`src/rtl/alu_pkg.sv`:
```
// Shared definitions for the bit-serial ALU: opcodes, FSM states, default width.
package alu_pkg;

  localparam int unsigned DEFAULT_WIDTH = 8;

  // Slice opcodes: op[2] inverts b and supplies carry-in of bit 0,
  // op[1:0] selects AND / OR / ADD / LESS.
  localparam logic [2:0] OP_AND  = 3'b000;
  localparam logic [2:0] OP_OR   = 3'b001;
  localparam logic [2:0] OP_ADD  = 3'b010;
  localparam logic [2:0] OP_ANDN = 3'b100;
  localparam logic [2:0] OP_SUB  = 3'b110;
  localparam logic [2:0] OP_SLT  = 3'b111;

  typedef enum logic [1:0] {
    IDLE = 2'd0,
    RUN  = 2'd1,
    DONE = 2'd2
  } state_t;

endpackage : alu_pkg

```
`src/rtl/ALU1Bit.sv`:
```
// One-bit ALU slice shared with the ripple ALU: AND / OR / ADD / LESS with
// optional b inversion, plus carry, generate/propagate and raw sum (set).
module ALU1Bit (
  input  logic       a,
  input  logic       b,
  input  logic       cin,
  input  logic       less,
  input  logic [2:0] op,
  output logic       result,
  output logic       cout,
  output logic       g,
  output logic       p,
  output logic       set
);

  logic b_eff;
  logic sum;

  // Bit-level datapath and result select
  always_comb begin
    b_eff  = b ^ op[2];
    sum    = a ^ b_eff ^ cin;
    cout   = (a & b_eff) | (cin & (a ^ b_eff));
    g      = a & b_eff;
    p      = a | b_eff;
    set    = sum;
    result = 1'b0;
    case (op[1:0])
      2'b00:   result = a & b_eff;
      2'b01:   result = a | b_eff;
      2'b10:   result = sum;
      default: result = less;
    endcase
  end

endmodule : ALU1Bit

```
`src/rtl/bit_serial_alu.sv`:
```
// Multi-cycle N-bit ALU reusing a single ALU1Bit slice, one bit per clock,
// LSB first, with a start/done handshake.
// Optional macro BIT_SERIAL_ALU_SLT_OVF_EN: SLT result becomes set XOR
// overflow (correct signed compare); otherwise SLT reports the raw sum MSB.
module bit_serial_alu
  import alu_pkg::*;
#(
  parameter int unsigned WIDTH = DEFAULT_WIDTH
) (
  input  logic             clk,
  input  logic             rst,
  input  logic             start,
  input  logic [WIDTH-1:0] a,
  input  logic [WIDTH-1:0] b,
  input  logic [2:0]       op,
  output logic             busy,
  output logic             done,
  output logic [WIDTH-1:0] result,
  output logic             cout,
  output logic             overflow,
  output logic             zero
);

  localparam int unsigned       CNT_W    = $clog2(WIDTH);
  localparam logic [CNT_W-1:0]  LAST_BIT = CNT_W'(WIDTH - 1);

  state_t           state_q;
  logic [WIDTH-1:0] a_sh_q;
  logic [WIDTH-1:0] b_sh_q;
  logic [WIDTH-1:0] res_sh_q;
  logic [2:0]       op_q;
  logic             carry_q;
  logic [CNT_W-1:0] cnt_q;

  logic             slice_result;
  logic             slice_cout;
  logic             slice_set;
  logic             slice_g_unused;
  logic             slice_p_unused;

  logic [WIDTH-1:0] res_sh_d;
  logic             ovf_d;
  logic             slt_d;
  logic [WIDTH-1:0] final_d;

  ALU1Bit u_slice (
    .a      (a_sh_q[0]),
    .b      (b_sh_q[0]),
    .cin    (carry_q),
    .less   (1'b0),
    .op     (op_q),
    .result (slice_result),
    .cout   (slice_cout),
    .g      (slice_g_unused),
    .p      (slice_p_unused),
    .set    (slice_set)
  );

  // Next result shift value, MSB-bit flags and final result for the last bit
  always_comb begin
    res_sh_d = {slice_result, res_sh_q[WIDTH-1:1]};
    ovf_d    = carry_q ^ slice_cout;
`ifdef BIT_SERIAL_ALU_SLT_OVF_EN
    slt_d    = slice_set ^ ovf_d;
`else
    slt_d    = slice_set;
`endif
    final_d  = res_sh_d;
    if (op_q[1:0] == OP_SLT[1:0]) begin
      final_d = {{(WIDTH - 1){1'b0}}, slt_d};
    end
  end

  // Sequencer FSM and datapath registers; outputs are loaded on the last
  // RUN edge so they are already valid in the DONE cycle.
  always_ff @(posedge clk) begin
    if (rst) begin
      state_q  <= IDLE;
      a_sh_q   <= '0;
      b_sh_q   <= '0;
      res_sh_q <= '0;
      op_q     <= '0;
      carry_q  <= 1'b0;
      cnt_q    <= '0;
      busy     <= 1'b0;
      done     <= 1'b0;
      result   <= '0;
      cout     <= 1'b0;
      overflow <= 1'b0;
      zero     <= 1'b0;
    end else begin
      case (state_q)
        IDLE: begin
          if (start) begin
            a_sh_q  <= a;
            b_sh_q  <= b;
            op_q    <= op;
            carry_q <= op[2];
            cnt_q   <= '0;
            busy    <= 1'b1;
            state_q <= RUN;
          end
        end
        RUN: begin
          a_sh_q   <= {1'b0, a_sh_q[WIDTH-1:1]};
          b_sh_q   <= {1'b0, b_sh_q[WIDTH-1:1]};
          res_sh_q <= res_sh_d;
          carry_q  <= slice_cout;
          cnt_q    <= cnt_q + CNT_W'(1);
          if (cnt_q == LAST_BIT) begin
            busy     <= 1'b0;
            done     <= 1'b1;
            result   <= final_d;
            cout     <= slice_cout;
            overflow <= ovf_d;
            zero     <= (final_d == '0);
            state_q  <= DONE;
          end
        end
        DONE: begin
          done    <= 1'b0;
          state_q <= IDLE;
        end
        default: begin
          busy    <= 1'b0;
          done    <= 1'b0;
          state_q <= IDLE;
        end
      endcase
    end
  end

endmodule : bit_serial_alu

```
`config.mk`:
```
export PLATFORM = sky130hd
export DESIGN_NAME = bit_serial_alu
export DESIGN_NICKNAME = d
export VERILOG_FILES = /design/src/rtl/alu_pkg.sv /design/src/rtl/ALU1Bit.sv /design/src/rtl/bit_serial_alu.sv
export SDC_FILE = /design/constraint.sdc
export NUM_CORES = 1
export LEC_CHECK = 0
export ABC_AREA = 1
export BUFFER_PORTS_ARGS = -buffer_cell sky130_fd_sc_hd__buf_2
export CAP_MARGIN = 10
export CELL_PAD_IN_SITES_DETAIL_PLACEMENT = 1
export CELL_PAD_IN_SITES_GLOBAL_PLACEMENT = 1
export CORE_ASPECT_RATIO = 1.25
export CORE_UTILIZATION = 41
export DETAILED_ROUTE_END_ITERATION = 7
export GPL_TIMING_DRIVEN = 0
export PLACE_DENSITY = 0.86
export SYNTH_ARGS = -nofsm -noshare
export SYNTH_HDL_FRONTEND = slang
export SYNTH_HIERARCHICAL = 1
export SYNTH_SLANG_ARGS = --single-unit
```
`constraint.sdc`:
```
create_clock -name clk -period 3.8 [get_ports clk]
set_clock_uncertainty 0.2 [all_clocks]
set_input_delay 0.38 -clock clk [delete_from_list [all_inputs] [get_ports clk]]
set_output_delay 0.38 -clock clk [all_outputs]
set_load 0.005 [all_outputs]
```
== Word-level counts from Yosys, hierarchy flattened ==
Index checks and enable logic that the tools add are counted.
Storage, ports and cells
  flip-flop bits (word level): 46
  bits in latches: 0
  bits in writable memories: 0
  bits in read-only memories: 0
  bits of input ports: 22
  output and inout bits: 13
  logic and storage cells: 60
  memories kept: 0
Cells by class
  add/subtract/negate cells: 1
  multiply operators: 0
  divide/modulo/power cells: 0
  order comparisons: 0
  equality and inequality tests: 8
  shift-type cells: 0
  muxes and demuxes: 18
  bitwise logic cells: 10
  reduce and logical (&&, ||, !) cells: 10
Operator list (count)
  $pmux W8 S2: 2
  $mux W8: 3
  $reduce_and A2 Y1: 5
  $logic_not A8 Y1: 1
  $eq A2 B2 Y1 const B: 3
  $pmux W1 S3: 2
  $pmux W3 S2: 1
  $eq A2 B1 Y1 const B: 2
  $logic_not A2 Y1: 2
  $mux W1: 4
  $mux W2: 2
  $ne A2 B2 Y1 const B: 2
  $pmux W1 S2: 2
  $pmux W2 S2: 1
  $xor A1 B1 Y1: 4
  $add A3 B1 Y3 const B: 1
  $eq A3 B3 Y1 const B: 1
  $mux W3: 1
  $reduce_and A3 Y1: 1
  $and A1 B1 Y1: 2
  $not A1 Y1: 2
  $or A1 B1 Y1: 2
  $reduce_bool A2 Y1: 1

== Longest topological paths before layout ==
Gate-level depths: netlist of run 1.
  depth in word-level cells: 6
  gate-level depth with buffers: 13
  depth with buffers taken out: 13

== By module ==
The synthesis of run 1 kept the hierarchy.
By module, submodules not included
  bit_serial_alu: instances 1, cells an instance 243, area an instance 1825.5 um^2, sequential area each 900.9 um^2
  ALU1Bit: instances 1, cells an instance 19, area an instance 115.1 um^2, sequential area each 0.0 um^2

== Worst setup path before layout of run 1 ==
No wires, ideal clock.
  kind: register -> register
  start: register op_q[2]
  end: register zero
  setup time: 70 ps
  arrival time: 1683 ps
  data required time: 3530 ps
  path slack: 1847 ps
  cell stages (with the launch flop): 14
  buffers on the path: 0
  period minus slack after synthesis: 1953 ps
  path through: dfxtp_1 inv_1 nand2_1 nand2_1 inv_1 fa_1 o21ai_1 a21oi_1 a21oi_2 o21ai_0 nand2_1 nor2_1 nand2_1 a21oi_1
Between the ends
  cells in the longest elaborated chain, start to end: 6
  elaborated cells between the ends (all ways): 8
  classes of those cells: mux (2); bitwise (5); reduce/logical (1)
Ends and longest elaborated chain
  start, declared: RTL line bit_serial_alu.sv:31  | logic [2:0] op_q;
  start signal, assigned: RTL line bit_serial_alu.sv:97  | op_q <= op;
  $xor A1 B1 Y1 (*): RTL line ALU1Bit.sv:21  | b_eff = b ^ op[2];
  $xor A1 B1 Y1 (2 in series): RTL line ALU1Bit.sv:22  | sum = a ^ b_eff ^ cin;
  $pmux W1 S3 (*): RTL line ALU1Bit.sv:28  | case (op[1:0])
  named net slice_result: RTL line bit_serial_alu.sv:35  | logic slice_result;
  $mux W8 (*): RTL line bit_serial_alu.sv:69  | if (op_q[1:0] == OP_SLT[1:0]) begin
  $logic_not A8 Y1 (*): RTL line bit_serial_alu.sv:116  | zero <= (final_d == '0);
  end signal, assigned: RTL line bit_serial_alu.sv:116
  end, declared: RTL line bit_serial_alu.sv:21  | output logic zero
Mark *: on every way through the listed nets, which the timed path passes. The rest lies on a longest branch.
A chain may end at the register's enable or synchronous reset.

== Worst setup path after layout of run 1 ==
Ends and elaborated chain as after synthesis.

==> impl_metrics.ini, run 1 <==
[pwr]
p_per_area_mw_per_mm2 = 411
p_leak_nw = 1.06
ir_drop_mv = 0.218

[final_layout]
final_common_cell = dfxtp_1
final_cell_mix = dfxtp_1 (45), o21ai_0 (43), nand2_1 (40)
fin_area_mm2 = 0.00226
fin_nets = 329
area_growth_pct = 16.3
nFillCells = 606
n_antenna_cell = 0
layout-drive-gt1-share_pct = 19.9

[logic_synthesis]
synth_area_leaders = dfxtp_1 (46%), o21ai_0 (11%), a21oi_1 (9.5%)
synth_seq_area_share_pct = 46.4
ys_types = 23
synth_area_mm2 = 0.00194
yosysTopAreaCellShare_pct = 46.4
yosysTopAreaCell = dfxtp_1
synth_cells = 262
ys_ff_latch = 45
avgSynthCellArea_um2 = 7.41
ys_warn_count = 6
synth_nets = 288

[clock_network]
path_clk_slew_ns = 0.08
cts.sinks = 45
cts_max_level = 2
root_buffer = clkbuf_8
insertion_delay_ns = 0.29
cts_resized = 0
cts_buffers = 5
cts_tree = built
ctsHoldBuffers = 0
cts_setup_buffers = 0
clockBufferDepth = 2

[floorplanning]
die_w_um = 63.5
die_h_um = 78.9
core_region_area_mm2 = 0.00446
io_pins = 35
row_count = 27
die_area_mm2 = 0.00501
initial_core_util_pct = 43.5

[worst_setup_path]
worstPathArrival_ns = 2.20
r2r_setup_slack_ns = 1.63
crit_path_end_kind = flop
worstPathRequired_ns = 3.83
startpoint_type = flop
path_max_fanout = 3
critical_path_class = flop to flop

[place]
dpl_cell_area_mm2 = 0.00218
io_buffers = 34
place_congestion = 0.736
dpl.hpwl_um = 3650

[detailed_routing]
antenna_left = 0
drtPass1Iterations = 4
drt_first_iter_violations = 88
vias_per_cell = 5.07
via_count = 1824
wl_per_cell_um = 14.1
drt_wl_total_um = 5070
drc = 0

[timing]
min_period_ns = 2.17
worst_slew_pin_slew_ns = 0.520
rsz0062_at_grt = no
final_hold_viol_count = 0
relSlewSlack_pct = 65.3
max_freq_mhz = 461
period_share_pct = 57.1
finalSetupViolations = 0
maxSlewViolCount = 0
tns_ns = 0

[job]
cap_viol_max_count = 0

[grt]
grt_util_all_layers_pct = 22.1
antenna_found_initial = 0
overflow = 0
grt_max_degree = 13
grt_pass1_vias = 1862
grt_pass1_wl_um = 8510

[status]
status = finished, final reports clean

[min_path]
hp-class = primary input to flop
[sequential cells by signal (all words and copies together), names as in the netlist]
signal,count
busy,1
done,1
overflow,1
carry_q,1
cnt_q,3
cout,1
zero,1
op_q,3
result,8
a_sh_q,8
res_sh_q,7
state_q,2
b_sh_q,8
[power breakdown]
| group | leakage (nW) | total (mW) | internal, mW | switching [mW] |
|---|---|---|---|---|
| combinational | 0.655 | 0.133 | 0.0521 | 0.0811 |
| clock | 0.0399 | 0.276 | 0.121 | 0.155 |
| sequential | 0.369 | 0.519 | 0.499 | 0.0202 |
| total | 1.06 | 0.929 | 0.673 | 0.256 |
[cells by family (layout without fill, tap and decap cells)]
family,after synthesis,in the layout,share of synthesized area [%]
adder cells (fa/ha/maj),4,4,2.97
AO/OA/AOI/OAI,92,92,24.0
buffers and inverters,46,86,10.6
XOR/XNOR,1,1,0.451
flip-flops,45,45,46.4
AND/OR/NAND/NOR,73,73,15.3
other,1,1,0.193
[cell usage after synthesis]
cell / instances
a21oi_2: 1
nor2_2: 3
ha_1: 3
nand2_2: 3
a21oi_1: 37
buf_6: 3
nand3_2: 1
inv_2: 2
nand3_1: 2
inv_1: 28
fa_1: 1
o21a_1: 1
o21ai_0: 43
inv_4: 1
nand2_1: 40
conb_1: 1
dfxtp_1: 45
xnor2_1: 1
o21ai_1: 10
clkbuf_1: 6
clkinv_2: 1
nor2_1: 24
buf_2: 5
[final timing paths]
check,start,to,depth (start not counted)
worst max-delay path,op_q[2],zero,13
worst min register to register,busy,busy,2
worst max register to register,op_q[2],zero,13
worst min-delay path,op[0],op_q[0],3
[per-layer routing]
metal | GRT usage [%] | wire length, um | vias to the layer above
li1 | - | - | 921
met4 | 6.82 | 78 | 0
met5 | 0 | 0 | -
met2 | 43.4 | 2770 | 41
met3 | 4.17 | 148 | 8
met1 | 23.1 | 2080 | 854
[layout make-up]
type	instances	area [um2]	area share (%)
flip-flops and latches	45	901	39.9
clock inverters	1	5.00	0.222
multi-input cells	171	835	37.0
repair buffers	34	170	7.54
clock buffers	5	68.8	3.05
well taps	58	72.6	3.22
inverters	32	124	5.49
plain buffers	14	81.3	3.60
[critical path: stages, from the launching register on]
cell and delay, ns:
dfxtp_1 0.34, inv_1 0.06, nand2_1 0.07, nand2_1 0.09, inv_1 0.06, fa_1 0.49
o21ai_1 0.06, a21oi_1 0.16, a21oi_2 0.07, o21ai_0 0.15, nand2_1 0.07, nor2_1 0.11
nand2_1 0.06, a21oi_1 0.11
[stage by stage]
step	utilization, %	cells	power (mW)	hold slack [ns]	worst slack [ns]
2_1_floorplan	-	262	0.619	0.229	1.85
3_3_place_gp	49.0	354	0.656	0.246	1.74
3_5_place_dp	49.0	354	0.663	0.259	1.66
4_1_cts	50.6	360	0.937	0.103	1.64
5_1_grt	50.6	360	0.978	0.119	1.40
6_report	50.6	360	0.929	0.108	1.63
(Power assumes the default switching activity.)
==> run 2: changes to the inputs <==
--- a/config.mk
+++ b/config.mk
@@ -11,10 +11,10 @@
 export CELL_PAD_IN_SITES_DETAIL_PLACEMENT = 1
 export CELL_PAD_IN_SITES_GLOBAL_PLACEMENT = 1
 export CORE_ASPECT_RATIO = 1.25
-export CORE_UTILIZATION = 41
+export CORE_UTILIZATION = 35
 export DETAILED_ROUTE_END_ITERATION = 7
 export GPL_TIMING_DRIVEN = 0
-export PLACE_DENSITY = 0.86
+export PLACE_DENSITY = 0.79
 export SYNTH_ARGS = -nofsm -noshare
 export SYNTH_HDL_FRONTEND = slang
 export SYNTH_HIERARCHICAL = 1
==> constraint.sdc (replaced) <==
create_clock -name clk -period 1.8 [get_ports clk]
set_clock_uncertainty 0.2 [all_clocks]
set_input_delay 0.18 -clock clk [delete_from_list [all_inputs] [get_ports clk]]
set_output_delay 0.18 -clock clk [all_outputs]
set_load 0.005 [all_outputs]
==> run 2 against run 1 <==
Compared with the run above: the run now ends with setup timing left; maximum frequency increased by 4.5%; largest power group unchanged; sequential share of layout area fell by 2.8 points; sequential cell count stayed put; critical path type unchanged; routed wire length is 2.1% higher.
==> impl_metrics.ini, run 2 (synthesized netlist as in run 1, its figures left out) <==
[worst_setup_path]
worstPathArrival_ns = 2.12
r2r-end = zero
worstPathRequired_ns = 1.84
crit_path_end_kind = flop
reg2regPathDepth = 13
startpoint_type = flop
r2r_setup_slack_ns = -0.27
r2r_start = b_sh_q[0]
path_max_fanout = 3
critical_path_class = flop to flop

[timing]
rsz0062_at_grt = yes
period_share_pct = 115
min_period_ns = 2.07
final_hold_viol_count = 0
finalSetupViolations = 4
tns_ns = -0.664
maxSlewViolCount = 0
setup_slack_ns = -0.275
max_freq_mhz = 482

[pwr]
clkPwrFrac_pct = 33.0
p_seq_share_pct = 51.2
ir_drop_mv = 0.547
power_switching_share_pct = 27.6
comb_power_share_pct = 15.8
p_int_mw = 1.55
switchingPower_mw = 0.592
p_leak_nw = 1.14
p_per_area_mw_per_mm2 = 877

[final_layout]
reg_top3 = a_sh_q: 8 flops, b_sh_q: 8 flops, result: 8 flops
final_common_cell = dfxtp_1
final_cell_mix = dfxtp_1 (42), o21ai_0 (41), buf_2 (38)
area_growth_pct = 26.0
fin_util_pct = 47.1
fin_area_mm2 = 0.00244
n_antenna_cell = 0
layout-drive-gt1-share_pct = 26.7
fin_nets = 343

[floorplanning]
die_w_um = 68.6
die_h_um = 85.3
core_region_area_mm2 = 0.00519
io_pins = 35
die_area_mm2 = 0.00585
initial_core_util_pct = 37.4
row_count = 29

[detailed_routing]
antenna_left = 0
drc = 0
vias_per_cell = 4.84
wl_per_cell_um = 13.6
drt_wl_total_um = 5180
via_count = 1841
drt_first_iter_violations = 112
wl_met1_um = 2210
route.met3.wl_um = 152
drtPass1Iterations = 3
wl_met2_um = 2730
top_layer = met4

[min_path]
hp-class = primary input to flop
hold_depth = 5
min_to = b_sh_q[0]
min_from = b[0]

[place]
io_buffers = 34
place_congestion = 0.732
dpl_cell_area_mm2 = 0.00219
dpl.hpwl_um = 3440

[clock_network]
cts_tree = built
clockBufferDepth = 2
cts_max_level = 2
cts.sinks = 45
cts_buffers = 5
root_buffer = clkbuf_8
path_clk_slew_ns = 0.08
insertion_delay_ns = 0.31

[grt]
grt_util_all_layers_pct = 19.6
antenna_found_initial = 0
grt_max_degree = 14
overflow = 0
grt_pass1_vias = 1838
grt_pass1_wl_um = 8620

[status]
status = finished with violations
violations = setup timing

[job]
cap_viol_max_count = 0
## run 2: power groups by stage
stage | logic, mW | registers [mW] | clock network (mW)
final | 0.339 | 1.10 | 0.707
after global routing | 0.386 | 1.11 | 0.756
after CTS | 0.330 | 1.10 | 0.724
after detailed placement | 0.281 | 1.12 | 0
after global placement | 0.273 | 1.12 | 0
after floorplan | 0.199 | 1.11 | 0
## run 2: metal layers
layer / vias up / global-route usage, %
met2: 28 / 33.7
met3: 6 / 4.57
met4: 0 / 7.95
met1: 857 / 22.6
li1: 950 / -
met5: - / 0
## run 2: what timing repair did
action,CTS,global route
hold endpoints to repair,8,3
setup buffers,7,1
endpoints found under the setup margin,4,6
hold buffers,5,1
gates resized for setup,12,6
pin swaps,11,8
## run 2: worst max path at each step
stage,start,end,cells past startpoint
detailed placement,b_sh_q[0],zero,12
floorplan,b_sh_q[0],zero,13
global placement,b_sh_q[0],zero,13
CTS,op_q[2],zero,13
finish,b_sh_q[0],zero,13
global route,b_sh_q[0],zero,13
## run 2: worst max-delay path, cell delays in order, from the launching register on
cell and delay, ns:
dfxtp_4 0.36, inv_2 0.05, nand2_2 0.06, nand2_2 0.08, inv_2 0.04, fa_1 0.51, o21ai_2 0.07, a21oi_2 0.14
a21oi_2 0.06, o21ai_1 0.11, nand2_1 0.06, nor2_1 0.10, nand2_1 0.06, a21oi_1 0.11
## run 2: stage by stage
| stage | hold WS (ns) | power [mW] | setup WS, ns | std cells |
|---|---|---|---|---|
| 3_5_place_dp | 0.213 | 1.40 | -0.300 | 358 |
| 6_report | 0.0355 | 2.14 | -0.275 | 380 |
| 4_1_cts | -0.0676 | 2.15 | -0.288 | 378 |
| 5_1_grt | 0.0756 | 2.25 | -0.447 | 380 |
| 3_3_place_gp | 0.206 | 1.39 | -0.247 | 358 |
| 2_1_floorplan | 0.0491 | 1.31 | -0.122 | 262 |
## run 2: area by class of cell
class,instances,area (um2)
multi-input combinational,171,861
clock buffer,7,96.3
tap,62,77.6
buffer,14,83.8
clock inverter,1,5.00
fill,692,2740
timing repair buffer,48,290
sequential,45,907
inverter,32,124
==> run 3: changes to the inputs <==
--- a/config.mk
+++ b/config.mk
@@ -11,10 +11,11 @@
 export CELL_PAD_IN_SITES_DETAIL_PLACEMENT = 1
 export CELL_PAD_IN_SITES_GLOBAL_PLACEMENT = 1
 export CORE_ASPECT_RATIO = 1.25
-export CORE_UTILIZATION = 35
+export CORE_UTILIZATION = 37
+export CTS_BUF_LIST = sky130_fd_sc_hd__clkbuf_4 sky130_fd_sc_hd__clkbuf_8
 export DETAILED_ROUTE_END_ITERATION = 7
 export GPL_TIMING_DRIVEN = 0
-export PLACE_DENSITY = 0.79
+export PLACE_DENSITY = 0.82
 export SYNTH_ARGS = -nofsm -noshare
 export SYNTH_HDL_FRONTEND = slang
 export SYNTH_HIERARCHICAL = 1
==> run 3 against run 2 <==
Compared with the run above: the flow still finishes with violations (setup timing); via count is 1.6% higher; routed wire length is 3.5% lower; critical path depth stayed put; core utilization is 1.6 points higher; setup slack better by 0.033 ns; maximum frequency is 1.6% higher; critical path type unchanged; die area is 5.3% lower; non-clock buffer count is 1 higher; clock-buffer cell count is 2 lower; sequential cell count stayed put; highest routed layer unchanged; first-iteration DRC count is 39% lower; register-to-register slack better by 0.03 ns.
==> impl_metrics.ini, run 3 (synthesized netlist as in run 1, its figures left out) <==
[status]
status = finished with violations
violations = setup timing

[pwr]
p_per_area_mw_per_mm2 = 849
p_leak_nw = 1.14
p_seq_share_pct = 52.8
power_switching_share_pct = 29.1
p_int_mw = 1.48
ir_drop_mv = 0.367
comb_power_share_pct = 16.1
clkPwrFrac_pct = 31.1
switchingPower_mw = 0.607

[timing]
min_period_ns = 2.04
whs_ns = 0.0401
relSlewSlack_pct = 64.8
final_hold_viol_count = 0
max_freq_mhz = 490
finalSetupViolations = 3
period_share_pct = 113
setup_slack_ns = -0.242
rsz0062_at_grt = yes
maxSlewViolCount = 0
worst_slew_pin_slew_ns = 0.528

[min_path]
min_from = b[0]
min_to = b_sh_q[0]
hold_depth = 5
hp-class = primary input to flop

[worst_setup_path]
cp_cell_sequence = inv_2 -> nand2_2 -> nand2_4 -> inv_2 -> fa_1 -> o21ai_2 -> a21oi_2 -> a21oi_2 -> o21ai_1 -> nand2_1 -> nor2_1 -> nand2_1 -> a21oi_2
cpMaxStageDelayCell = fa_1
critical_path_class = flop to flop
r2r_setup_slack_ns = -0.24
startpoint_type = flop
r2r_start = b_sh_q[0]
worstPathRequired_ns = 1.85
cp_top_family = adder cells
cp_common_cell = a21oi_2
cpPeakStageDelay_ns = 0.52
r2r-end = zero
reg2regPathDepth = 13
crit_path_end_kind = flop
crit_buf_inv = 2
worstPathArrival_ns = 2.09
path_max_fanout = 3

[detailed_routing]
antenna_left = 0
drt_wl_total_um = 5000
vias_per_cell = 4.91
drtPass1Iterations = 4
wl_per_cell_um = 13.1
via_count = 1871
drc = 0
drt_first_iter_violations = 68

[final_layout]
area_growth_pct = 26.6
reg_top3 = a_sh_q: 8 flops, b_sh_q: 8 flops, result: 8 flops
layout-drive-gt1-share_pct = 27.0
n_antenna_cell = 0
final_cell_mix = dfxtp_1 (42), o21ai_0 (41), buf_2 (38)
fin_nets = 344
fin_util_pct = 48.7
final_cells = 381
fin_area_mm2 = 0.00246
final_common_cell = dfxtp_1

[clock_network]
cts_tree = built
cts.sinks = 45
cts_buffers = 5
root_buffer = clkbuf_8
path_clk_slew_ns = 0.09
clockBufferDepth = 2
insertion_delay_ns = 0.30
cts_max_level = 2

[grt]
grt_pass1_vias = 1857
grt_max_degree = 16
grt_util_all_layers_pct = 19.6
grt_pass1_wl_um = 8400
antenna_found_initial = 0
overflow = 0

[floorplanning]
die_h_um = 83.0
die_w_um = 66.8
io_pins = 35
initial_core_util_pct = 38.5
row_count = 29
die_area_mm2 = 0.00554
core_region_area_mm2 = 0.00504

[place]
placed_cells = 358
place_congestion = 0.749
dpl_cell_area_mm2 = 0.00219
io_buffers = 34
dpl.hpwl_um = 3530

[job]
cap_viol_max_count = 0
-- run 3: metal layers --
metal  vias up  track usage, %  part of all wire, %
met5         -               0                    0
met4         0            4.06                 0.64
met3         2            3.71                  2.5
met2        28            35.2                   52
met1       886            23.4                   45
li1        955               -                    -
-- run 3: repair_timing --
| item | in CTS | in global routing |
|---|---|---|
| gates resized for setup | 11 | 11 |
| pin swaps | 8 | 10 |
| gates cloned | 0 | 0 |
| setup endpoints to repair | 3 | 7 |
| setup buffers | 9 | 1 |
| hold buffers | 6 | 0 |
| endpoints found under the hold margin | 9 | 0 |
-- run 3: power by group through the flow --
stage | Clock, mW | Combinational [mW] | Sequential [mW]
2_1_floorplan | 0 | 0.199 | 1.11
3_3_place_gp | 0 | 0.271 | 1.12
3_5_place_dp | 0 | 0.283 | 1.12
4_1_cts | 0.665 | 0.330 | 1.10
5_1_grt | 0.707 | 0.378 | 1.11
6_report | 0.649 | 0.336 | 1.10
-- run 3: layout make-up --
| class | instances | area [um2] |
|---|---|---|
| Timing Repair Buffer | 49 | 302 |
| Fill cell | 659 | 2590 |
| Buffer | 14 | 85.1 |
| Clock inverter | 3 | 21.3 |
| Multi-Input combinational cell | 171 | 871 |
| Sequential cell | 45 | 907 |
| Tap cell | 62 | 77.6 |
| Inverter | 32 | 124 |
| Clock buffer | 5 | 68.8 |
-- run 3: worst min-delay path, stage by stage --
cell and delay (ns):
buf_2 0.09, inv_1 0.05, o21ai_0 0.07, o21ai_0 0.07, a21oi_1 0.05
-- run 3: worst max-delay path by stage --
stage / start / to / slack, ns / depth (start not counted)
6_report: b_sh_q[0] / zero / -0.24 / 13
4_1_cts: op_q[2] / zero / -0.31 / 13
3_5_place_dp: b_sh_q[0] / zero / -0.31 / 13
2_1_floorplan: b_sh_q[0] / zero / -0.12 / 13
5_1_grt: b_sh_q[0] / zero / -0.37 / 13
3_3_place_gp: b_sh_q[0] / zero / -0.23 / 13
-- run 3: metrics by stage --
| stage | setup WS, ns | power [mW] | setup TNS, ns |
|---|---|---|---|
| final | -0.242 | 2.09 | -0.606 |
| after global routing | -0.370 | 2.20 | -0.967 |
| after CTS | -0.313 | 2.09 | -0.708 |
| after detailed placement | -0.306 | 1.40 | -0.615 |
| after global placement | -0.232 | 1.39 | -0.346 |
| after floorplan | -0.122 | 1.31 | -0.122 |
